<file path="config.mk">
export PLATFORM = sky130hd
export DESIGN_NAME = traffic_light_intersection
export DESIGN_NICKNAME = d
export VERILOG_FILES = /design/src/rtl/traffic_light_intersection.sv
export SDC_FILE = /design/constraint.sdc
export NUM_CORES = 1
export LEC_CHECK = 0
export BUFFER_PORTS_ARGS = -buffer_cell sky130_fd_sc_hd__buf_2
export CAP_MARGIN = 40
export CORE_ASPECT_RATIO = 0.7
export CORE_MARGIN = 3
export CORE_UTILIZATION = 38
export DETAILED_ROUTE_END_ITERATION = 8
export GPL_ROUTABILITY_DRIVEN = 0
export PLACE_DENSITY = 0.6
export SYNTH_ARGS = -nofsm -noshare
export SYNTH_HDL_FRONTEND = slang
export SYNTH_SLANG_ARGS = --single-unit
</file>
<file path="constraint.sdc">
create_clock -name clk -period 3.3 [get_ports clk]
set_input_delay 0.33 -clock clk [delete_from_list [all_inputs] [get_ports clk]]
set_output_delay 0.33 -clock clk [all_outputs]
set_load 0.005 [all_outputs]
</file>
<file path="src/rtl/traffic_light_intersection.sv">
// rtl/traffic_light_intersection.sv - two-approach intersection controller with pedestrian crossing
//
// Ports:
//   clk          system clock
//   rst          synchronous reset, active-high
//   mode[1:0]    00 auto, 01 manual (btn-stepped), 1x flashing night mode
//   btn          manual-advance button (synchronised level, rising edge used)
//   ped_req      pedestrian request (level or pulse), latched until served
//   ns_r/g/b     NS lamp colour channels, LED_W bits each
//   ew_r/g/b     EW lamp colour channels, LED_W bits each
//   ped_walk     walk signal
//   ped_pending  latched pedestrian request not yet served
//   phase[2:0]   current state code (debug)
module traffic_light_intersection #(
    parameter int TICK_DIV   = 10,
    parameter int GREEN_SEC  = 5,
    parameter int YELLOW_SEC = 2,
    parameter int ALLRED_SEC = 1,
    parameter int PED_SEC    = 4,
    parameter int LED_W      = 4
) (
    input  logic             clk,
    input  logic             rst,
    input  logic [1:0]       mode,
    input  logic             btn,
    input  logic             ped_req,
    output logic [LED_W-1:0] ns_r,
    output logic [LED_W-1:0] ns_g,
    output logic [LED_W-1:0] ns_b,
    output logic [LED_W-1:0] ew_r,
    output logic [LED_W-1:0] ew_g,
    output logic [LED_W-1:0] ew_b,
    output logic             ped_walk,
    output logic             ped_pending,
    output logic [2:0]       phase
);

    typedef enum logic [2:0] {
        NS_GREEN  = 3'd0,
        NS_YELLOW = 3'd1,
        ALL_RED_A = 3'd2,
        EW_GREEN  = 3'd3,
        EW_YELLOW = 3'd4,
        ALL_RED_B = 3'd5,
        PED_WALK  = 3'd6,
        FLASH     = 3'd7
    } state_t;

    localparam int PW = (TICK_DIV > 1) ? $clog2(TICK_DIV) : 1;
    localparam int CW = 16;
    localparam logic [LED_W-1:0] ON  = '1;
    localparam logic [LED_W-1:0] OFF = '0;

    state_t          state;
    state_t          step_state;
    logic [PW-1:0]   presc;
    logic [CW-1:0]   tcount;
    logic [CW-1:0]   dur;
    logic            btn_q;
    logic            manual_q;
    logic            ped_latch;
    logic            flash_on;
    logic            ret_ns;     // PED_WALK returns to NS_GREEN when set, else EW_GREEN

    logic            tick;
    logic            expire;
    logic            is_manual;
    logic            btn_edge;
    logic            mode_chg;
    logic            advance;

    assign ped_pending = ped_latch;

    always_comb begin
        is_manual = (mode == 2'b01);
        btn_edge  = btn & ~btn_q;
        mode_chg  = (is_manual != manual_q);
        tick      = (presc == PW'(TICK_DIV - 1));

        dur = CW'(1);
        case (state)
            NS_GREEN, EW_GREEN:   dur = CW'(GREEN_SEC);
            NS_YELLOW, EW_YELLOW: dur = CW'(YELLOW_SEC);
            ALL_RED_A, ALL_RED_B: dur = CW'(ALLRED_SEC);
            PED_WALK:             dur = CW'(PED_SEC);
            default:              dur = CW'(1);
        endcase
        expire = tick && (tcount == dur - CW'(1));

        step_state = ALL_RED_B;
        case (state)
            NS_GREEN:  step_state = NS_YELLOW;
            NS_YELLOW: step_state = ALL_RED_A;
            ALL_RED_A: step_state = ped_latch ? PED_WALK : EW_GREEN;
            EW_GREEN:  step_state = EW_YELLOW;
            EW_YELLOW: step_state = ALL_RED_B;
            ALL_RED_B: step_state = ped_latch ? PED_WALK : NS_GREEN;
            PED_WALK:  step_state = ret_ns ? NS_GREEN : EW_GREEN;
            default:   step_state = ALL_RED_B;
        endcase

        // A mode change or flash request swallows any btn edge / expiry in the same cycle.
        advance = !mode[1] && (state != FLASH) && !mode_chg &&
                  (is_manual ? btn_edge : expire);
    end

    always_ff @(posedge clk) begin
        if (rst) begin
            state     <= ALL_RED_B;
            presc     <= '0;
            tcount    <= '0;
            btn_q     <= 1'b0;
            manual_q  <= 1'b0;
            ped_latch <= 1'b0;
            flash_on  <= 1'b0;
            ret_ns    <= 1'b0;
            ns_r      <= ON;
            ns_g      <= OFF;
            ns_b      <= OFF;
            ew_r      <= ON;
            ew_g      <= OFF;
            ew_b      <= OFF;
            ped_walk  <= 1'b0;
            phase     <= ALL_RED_B;
        end else begin
            btn_q    <= btn;
            manual_q <= is_manual;

            if (mode[1]) begin
                if (state != FLASH) begin
                    state    <= FLASH;
                    flash_on <= 1'b1;
                    presc    <= '0;
                    tcount   <= '0;
                end else if (tick) begin
                    presc    <= '0;
                    flash_on <= ~flash_on;
                end else begin
                    presc <= presc + PW'(1);
                end
            end else if (state == FLASH) begin
                // Always pass through clearance before any green after night mode.
                state  <= ALL_RED_B;
                presc  <= '0;
                tcount <= '0;
            end else if (mode_chg) begin
                presc  <= '0;
                tcount <= '0;
            end else if (advance) begin
                state  <= step_state;
                presc  <= '0;
                tcount <= '0;
                if (step_state == PED_WALK)
                    ret_ns <= (state == ALL_RED_B);
            end else if (!is_manual) begin
                if (tick) begin
                    presc  <= '0;
                    tcount <= tcount + CW'(1);
                end else begin
                    presc <= presc + PW'(1);
                end
            end

            // Entry into PED_WALK serves the request even if ped_req is high that cycle.
            if (advance && step_state == PED_WALK)
                ped_latch <= 1'b0;
            else if (ped_req && state != PED_WALK && state != FLASH)
                ped_latch <= 1'b1;

            phase    <= state;
            ped_walk <= (state == PED_WALK);
            ns_b     <= OFF;
            ew_b     <= OFF;
            case (state)
                NS_GREEN: begin
                    ns_r <= OFF; ns_g <= ON;  ew_r <= ON;  ew_g <= OFF;
                end
                NS_YELLOW: begin
                    ns_r <= ON;  ns_g <= ON;  ew_r <= ON;  ew_g <= OFF;
                end
                EW_GREEN: begin
                    ns_r <= ON;  ns_g <= OFF; ew_r <= OFF; ew_g <= ON;
                end
                EW_YELLOW: begin
                    ns_r <= ON;  ns_g <= OFF; ew_r <= ON;  ew_g <= ON;
                end
                FLASH: begin
                    ns_r <= flash_on ? ON : OFF;
                    ns_g <= flash_on ? ON : OFF;
                    ew_r <= flash_on ? ON : OFF;
                    ew_g <= flash_on ? ON : OFF;
                end
                default: begin
                    ns_r <= ON;  ns_g <= OFF; ew_r <= ON;  ew_g <= OFF;
                end
            endcase
        end
    end

endmodule

</file>
After elaboration in Yosys (flattened, before gate mapping)
Cells that the tools add are included.
- bits of input ports: 6
- word-level logic and storage cells: 94
- register bits after elaboration: 48
- output and inout bits: 29
- add/sub/neg operators: 3
- equal/unequal tests: 17
- muxes and demuxes: 32
- reduce and logical (&&, ||, !) cells: 22
- bitwise gates (word level): 6
- operators by type and width (kind ; number):
    $mux W16 ; 7
    $mux W4 ; 8
    $pmux W4 S2 ; 4
    $mux W3 ; 7
    $pmux W3 S6 ; 1
    $add A16 B1 Y16 const B ; 1
    $eq A16 B16 Y1 ; 1
    $sub A16 B1 Y16 const B ; 1
    $eq A3 B3 Y1 const B ; 5
    $reduce_or A2 Y1 ; 5
    $pmux W3 S3 ; 1
    $logic_and A1 B1 Y1 ; 7
    $eq A3 B2 Y1 const B ; 2
    $ne A3 B3 Y1 const B ; 2
    $reduce_and A3 Y1 ; 2
    $ne A5 B2 Y1 const B ; 1
    $not A1 Y1 ; 5
    $reduce_and A5 Y1 ; 1
    $reduce_bool A5 Y1 ; 1
    $add A4 B1 Y4 const B ; 1
    $eq A4 B4 Y1 const B ; 1
    $eq A3 B1 Y1 const B ; 1
    $logic_not A3 Y1 ; 1
    $mux W1 ; 3
    10 further kinds ; 11

Logic depth before layout (Yosys ltp)
- depth in word-level cells: 12
- mapped depth: 12
- mapped depth without buffers: 10

Worst setup path before layout
OpenSTA, ideal clock, no wires.
- path type: flip-flop to flip-flop
- start: register state[2]
- end: register ret_ns
- setup slack: 0.779 ns
- required time: 3.228 ns
- library setup time: 0.072 ns
- data arrival time: 2.449 ns
- period minus slack after synthesis: 2.521 ns
- stages on the path, launching flop included: 11
- path buffers: 1
- cell sequence: dfxtp_1 -> buf_2 -> and2b_2 -> or2_2 -> ha_1 -> xor2_1 -> nand4_1 -> a211oi_4 -> a31o_4 -> and4_4 -> mux2i_1
- longest elaborated chain between the ends: 9
- elaborated cells between the ends (all ways): 23
- those cells by class: add/sub (1); eq/ne (10); mux (3); bitwise (1); reduce/logical (8)
- ends and longest elaborated chain (element ; RTL line ; text):
    start, declared ; 54 ; state_t state;
    start signal, assigned ; 150 ; state <= step_state;
    $eq A3 B3 Y1, or another cell as far along ; 81 ; case (state)
    $reduce_or A2 Y1 ; 81 ;
    $pmux W3 S3 ; 81 ;
    $sub A16 B1 Y16 ; 88 ; expire = tick && (tcount == dur - CW'(1));
    $eq A16 B16 Y1 ; 88 ;
    $logic_and A1 B1 Y1 ; 88 ;
    $mux W1 ; 104 ; (is_manual ? btn_edge : expire);
    $logic_and A1 B1 Y1 ; 103 ; advance = !mode[1] && (state != FLASH) && !mode_chg &&
    $reduce_and A5 Y1 (no line) ; - ;
    end signal, assigned ; 154 ; ret_ns <= (state == ALL_RED_B);
    end, declared ; 63 ; logic ret_ns;
Parallel ways exist; a longest one is shown, timed or not.
A chain may end at the register's enable or synchronous reset.

Worst setup path after layout
- start: register state[0]
- end: register presc[3]
- longest elaborated chain between the ends: 12
- elaborated cells between the ends (all ways): 23
- those cells by class: add/sub (1); eq/ne (8); mux (7); reduce/logical (7)
- ends and longest elaborated chain (element ; RTL line ; text):
    $eq A3 B3 Y1, or another cell as far along ; 81 ;
    $reduce_or A2 Y1 ; 81 ;
    $pmux W3 S3 ; 81 ;
    $sub A16 B1 Y16 ; 88 ;
    $eq A16 B16 Y1 ; 88 ;
    $logic_and A1 B1 Y1 ; 88 ;
    $mux W1 ; 104 ;
    $logic_and A1 B1 Y1 ; 103 ;
    $mux W4 ; 149 ; end else if (advance) begin
    $mux W4 ; 146 ; end else if (mode_chg) begin
    $mux W4 ; 141 ; end else if (state == FLASH) begin
    $mux W4 ; 129 ; if (mode[1]) begin
    end signal, assigned ; 139 ; presc <= presc + PW'(1);
    end signal, assigned ; 160 ; presc <= presc + PW'(1);
    end, declared ; 56 ; logic [PW-1:0] presc;
Parallel ways exist; a longest one is shown, timed or not.

==> out/qor.json <==
{
  "status": {"value": "completed"},
  "synth_async_sr_flop_share": {"value": 0, "unit": "%"},
  "grt.overflow.total": {"value": 0},
  "power_leakage": {"value": 0.9039, "unit": "nW"},
  "cp-end-kind": {"value": "flop"},
  "route.detailed.vias_per_inst": {"value": 5.152},
  "first_global_vias": {"value": 1589},
  "crit_arrival": {"value": 3.05, "unit": "ns"},
  "layout_common_cells": {"value": "dfxtp_1 (36), nor2_1 (31), buf_2 (26)"},
  "synth-seq-cells": {"value": 36},
  "tightestPinTransition": {"value": 0.6286, "unit": "ns"},
  "fillerInstances": {"value": 532},
  "worst_clock_skew": {"value": 0.002637, "unit": "ns"},
  "floorplan.initialDensity": {"value": 39.80, "unit": "%"},
  "layout-area-overhead-vs-synth": {"value": 8.521, "unit": "%"},
  "setup_total_negative_slack": {"value": 0, "unit": "ns"},
  "worst_case_register_to_register_setup_slack": {"value": 0.40, "unit": "ns"},
  "fin_util": {"value": 43.19, "unit": "%"},
  "holdBufCountCts": {"value": 0},
  "clkTransAtPathRegs": {"value": 0.07, "unit": "ns"},
  "synth-edff-count": {"value": 0},
  "design_area": {"value": 0.002295, "unit": "sq mm"},
  "yosysWarningCount": {"value": 0},
  "cts.path.max_buffers": {"value": 2},
  "synth_area": {"value": 0.002115, "unit": "sq mm"},
  "grt_max_degree": {"value": 19},
  "worst_setup_path_type": {"value": "reg -> reg"},
  "drc": {"value": 0},
  "finalCriticalPeriod": {"value": 2.899, "unit": "ns"},
  "ant_nets": {"value": 0},
  "count_of_cells_along_the_worst_hold_path": {"value": 2},
  "timing.critical_path.from_type": {"value": "flop"},
  "slowest_stage": {"value": "o21ai_2"},
  "setup_viol_count_final": {"value": 0},
  "timing.hold.worst_endpoint": {"value": "btn_q$_SDFF_PP0_"},
  "floorplan.rows": {"value": 22},
  "maxCapViolations": {"value": 0},
  "crit_required": {"value": 3.45, "unit": "ns"},
  "powerDensity": {"value": 391.4, "unit": "mW/mm^2"},
  "rsz_0062_raised_after_global_routing": {"value": "no"},
  "post-cts-setup-buffers": {"value": 0},
  "layout.area.seq": {"value": 720.7, "unit": "sq um"},
  "post_synth_inst_count": {"value": 259},
  "cts_tree": {"value": "yes"},
  "first_pass_grt_wire_length": {"value": 7741, "unit": "um"},
  "clkLatencyLatePin": {"value": 0.28, "unit": "ns"},
  "die_width": {"value": 95.16, "unit": "um"},
  "n_antenna_cell": {"value": 0},
  "initialDrtViolationCount": {"value": 86},
  "crit_path_cell_trace": {"value": "and2b_2 > or2_2 > ha_1 > xor2_1 > nand4_1 > a211oi_4 > nor2_1 > o21ai_2 > o211ai_1"},
  "floorplan.die_area": {"value": 0.006510, "unit": "sq mm"},
  "sequential_cell_area_fraction_in_the_yosys_report": {"value": 34.08, "unit": "%"},
  "wirelength": {"value": 4563, "unit": "um"},
  "share_of_the_clock_period_used_by_the_worst_path": {"value": 87.84, "unit": "%"},
  "worst_hold_path_type": {"value": "in -> reg"},
  "drive_above_1_share": {"value": 18.84, "unit": "%"},
  "synth_top_area_share": {"value": 34.08, "unit": "%"},
  "cts_buffers": {"value": 5},
  "placement.cell_area": {"value": 0.002205, "unit": "sq mm"},
  "track_usage": {"value": 15.38, "unit": "%"},
  "die_h": {"value": 68.41, "unit": "um"},
  "synth_top_area_cell": {"value": "dfxtp_1"},
  "slew_headroom": {"value": 57.79, "unit": "%"},
  "place_hpwl": {"value": 3400, "unit": "um"},
  "slowest_delay": {"value": 0.50, "unit": "ns"},
  "routed_wire_length_per_instance": {"value": 13.11, "unit": "um"},
  "reg2regPathDepth": {"value": 9},
  "final_max_slew_viol_count": {"value": 0},
  "post_synth_main_area_contributors": {"value": "dfxtp_1 (34%), buf_4 (7.5%), nor2_1 (5.5%)"},
  "antenna_found_initial": {"value": 0},
  "netlist-cell-type-count": {"value": 56},
  "num_vias": {"value": 1793},
  "finalHoldViolCount": {"value": 0},
  "fin_hold_ws": {"value": 0.3022, "unit": "ns"},
  "final_net_count": {"value": 285},
  "mostFrequentLayoutCell": {"value": "dfxtp_1"},
  "cts.htree.levels": {"value": 2},
  "syn_area_per_cell": {"value": 8.164, "unit": "sq um"},
  "clock-root-buffer": {"value": "clkbuf_8"},
  "multi_input_comb_area": {"value": 0.001192, "unit": "sq mm"},
  "achievable-frequency": {"value": 0.3450, "unit": "GHz"},
  "ioPinCount": {"value": 35},
  "clock_sink_count": {"value": 36},
  "reg_to_reg_critical_path_endpoint": {"value": "presc[3]$_SDFFE_PP0P_"},
  "detailedPlace.worstSlack": {"value": 0.4311, "unit": "ns"},
  "regToRegStartpoint": {"value": "state[0]$_SDFFE_PP1P_"},
  "vdd.ir_drop.worst": {"value": 200.2, "unit": "uV"},
  "io_buffers": {"value": 26},
  "worstPathMaxFanout": {"value": 13},
  "synth_top_flop_cell": {"value": "dfxtp_1"},
  "coreArea": {"value": 0.005313, "unit": "sq mm"},
  "final_critical_path_setup_slack": {"value": 0.4013, "unit": "ns"},
  "post_cts_resize_count": {"value": 0},
  "worst_hold_startpoint": {"value": "btn"},
  "drt-pass1-iter-count": {"value": 5}
}
## synth_stat cells, types with 2 or more instances
| cell type | number |
|---|---|
| a211oi_1 | 2 |
| a21oi_1 | 10 |
| a311oi_1 | 2 |
| a31oi_1 | 3 |
| and2_1 | 3 |
| and2b_2 | 2 |
| and3_1 | 7 |
| and4_1 | 2 |
| buf_2 | 2 |
| buf_4 | 21 |
| clkbuf_1 | 5 |
| dfxtp_1 | 36 |
| ha_1 | 4 |
| inv_1 | 10 |
| mux2_2 | 2 |
| mux2i_1 | 2 |
| nand2_1 | 20 |
| nand2b_1 | 4 |
| nand3_1 | 15 |
| nor2_1 | 31 |
| nor2b_1 | 2 |
| nor3_1 | 8 |
| nor4_1 | 4 |
| o211ai_1 | 2 |
| o21ai_0 | 10 |
| o22ai_1 | 2 |
| o31a_1 | 2 |
| o31ai_1 | 4 |
| xnor2_1 | 12 |
| xor2_1 | 4 |
## logic make-up after synthesis
group                    after synthesis  synth area share [%]
AND/OR/NAND/NOR                      110                 27.04
AO/OA/AOI/OAI                         49                 16.92
buffers and inverters                 39                 10.77
flip-flops                            36                 34.08
XOR/XNOR                              16                 6.627
adder cells (fa/ha/maj)                4                 2.367
multiplexers                           4                 2.012
other                                  1                0.1773
## how the worst max path moves through the flow
stage / start / endpoint
6_report: state[0]$_SDFFE_PP1P_ / presc[3]$_SDFFE_PP0P_
3_5_place_dp: state[0]$_SDFFE_PP1P_ / presc[3]$_SDFFE_PP0P_
2_1_floorplan: state[2]$_SDFFE_PP1P_ / ret_ns$_SDFFE_PP0P_
3_3_place_gp: state[0]$_SDFFE_PP1P_ / presc[3]$_SDFFE_PP0P_
5_1_grt: state[0]$_SDFFE_PP1P_ / presc[3]$_SDFFE_PP0P_
4_1_cts: state[0]$_SDFFE_PP1P_ / presc[3]$_SDFFE_PP0P_
## sequential cells by signal, summed over array words and instances (netlist names), 3 cells and up
| signal | count |
|---|---|
| phase | 3 |
| tcount | 16 |
| state | 3 |
| presc | 4 |
## where the power goes
part	leakage, nW	switching (mW)	internal, mW
Sequential	0.292	0.0132	0.446
Clock	0.0455	0.149	0.170
Combinational	0.566	0.0733	0.0466
## through the flow
stage	power, mW	instances
after floorplan	0.5663	266
after global routing	0.9515	348
after detailed placement	0.5871	340
after global placement	0.5867	339
final	0.8981	348
after CTS	0.9072	348
## routing by layer
layer  up-vias  part of all wire, %  track usage (%)
met5         -                    0                0
met2        45                   40            21.45
met3         7                  5.9            3.956
li1        920                    -                -
met4         0                  1.0            3.777
met1       821                   53            23.13
## critical path: cells and delay by family, from the launching register on
kind / cells / cell delay (ns)
AOI/OAI and AO/OA: 3 / 1.09
xor gates and xnor gates: 1 / 0.15
adders and majority gates: 1 / 0.30
DFF: 1 / 0.37
and+or+nand+nor: 4 / 0.84
## cell type report
cell class              instances  area share, %
well taps                      72          3.926
clock buffers                   8          3.926
flip-flops and latches         36          31.41
repair buffers                 31          7.143
multi-input cells             191          51.96
inverters                      10          1.636
Power figures use the tool's default switching activity.
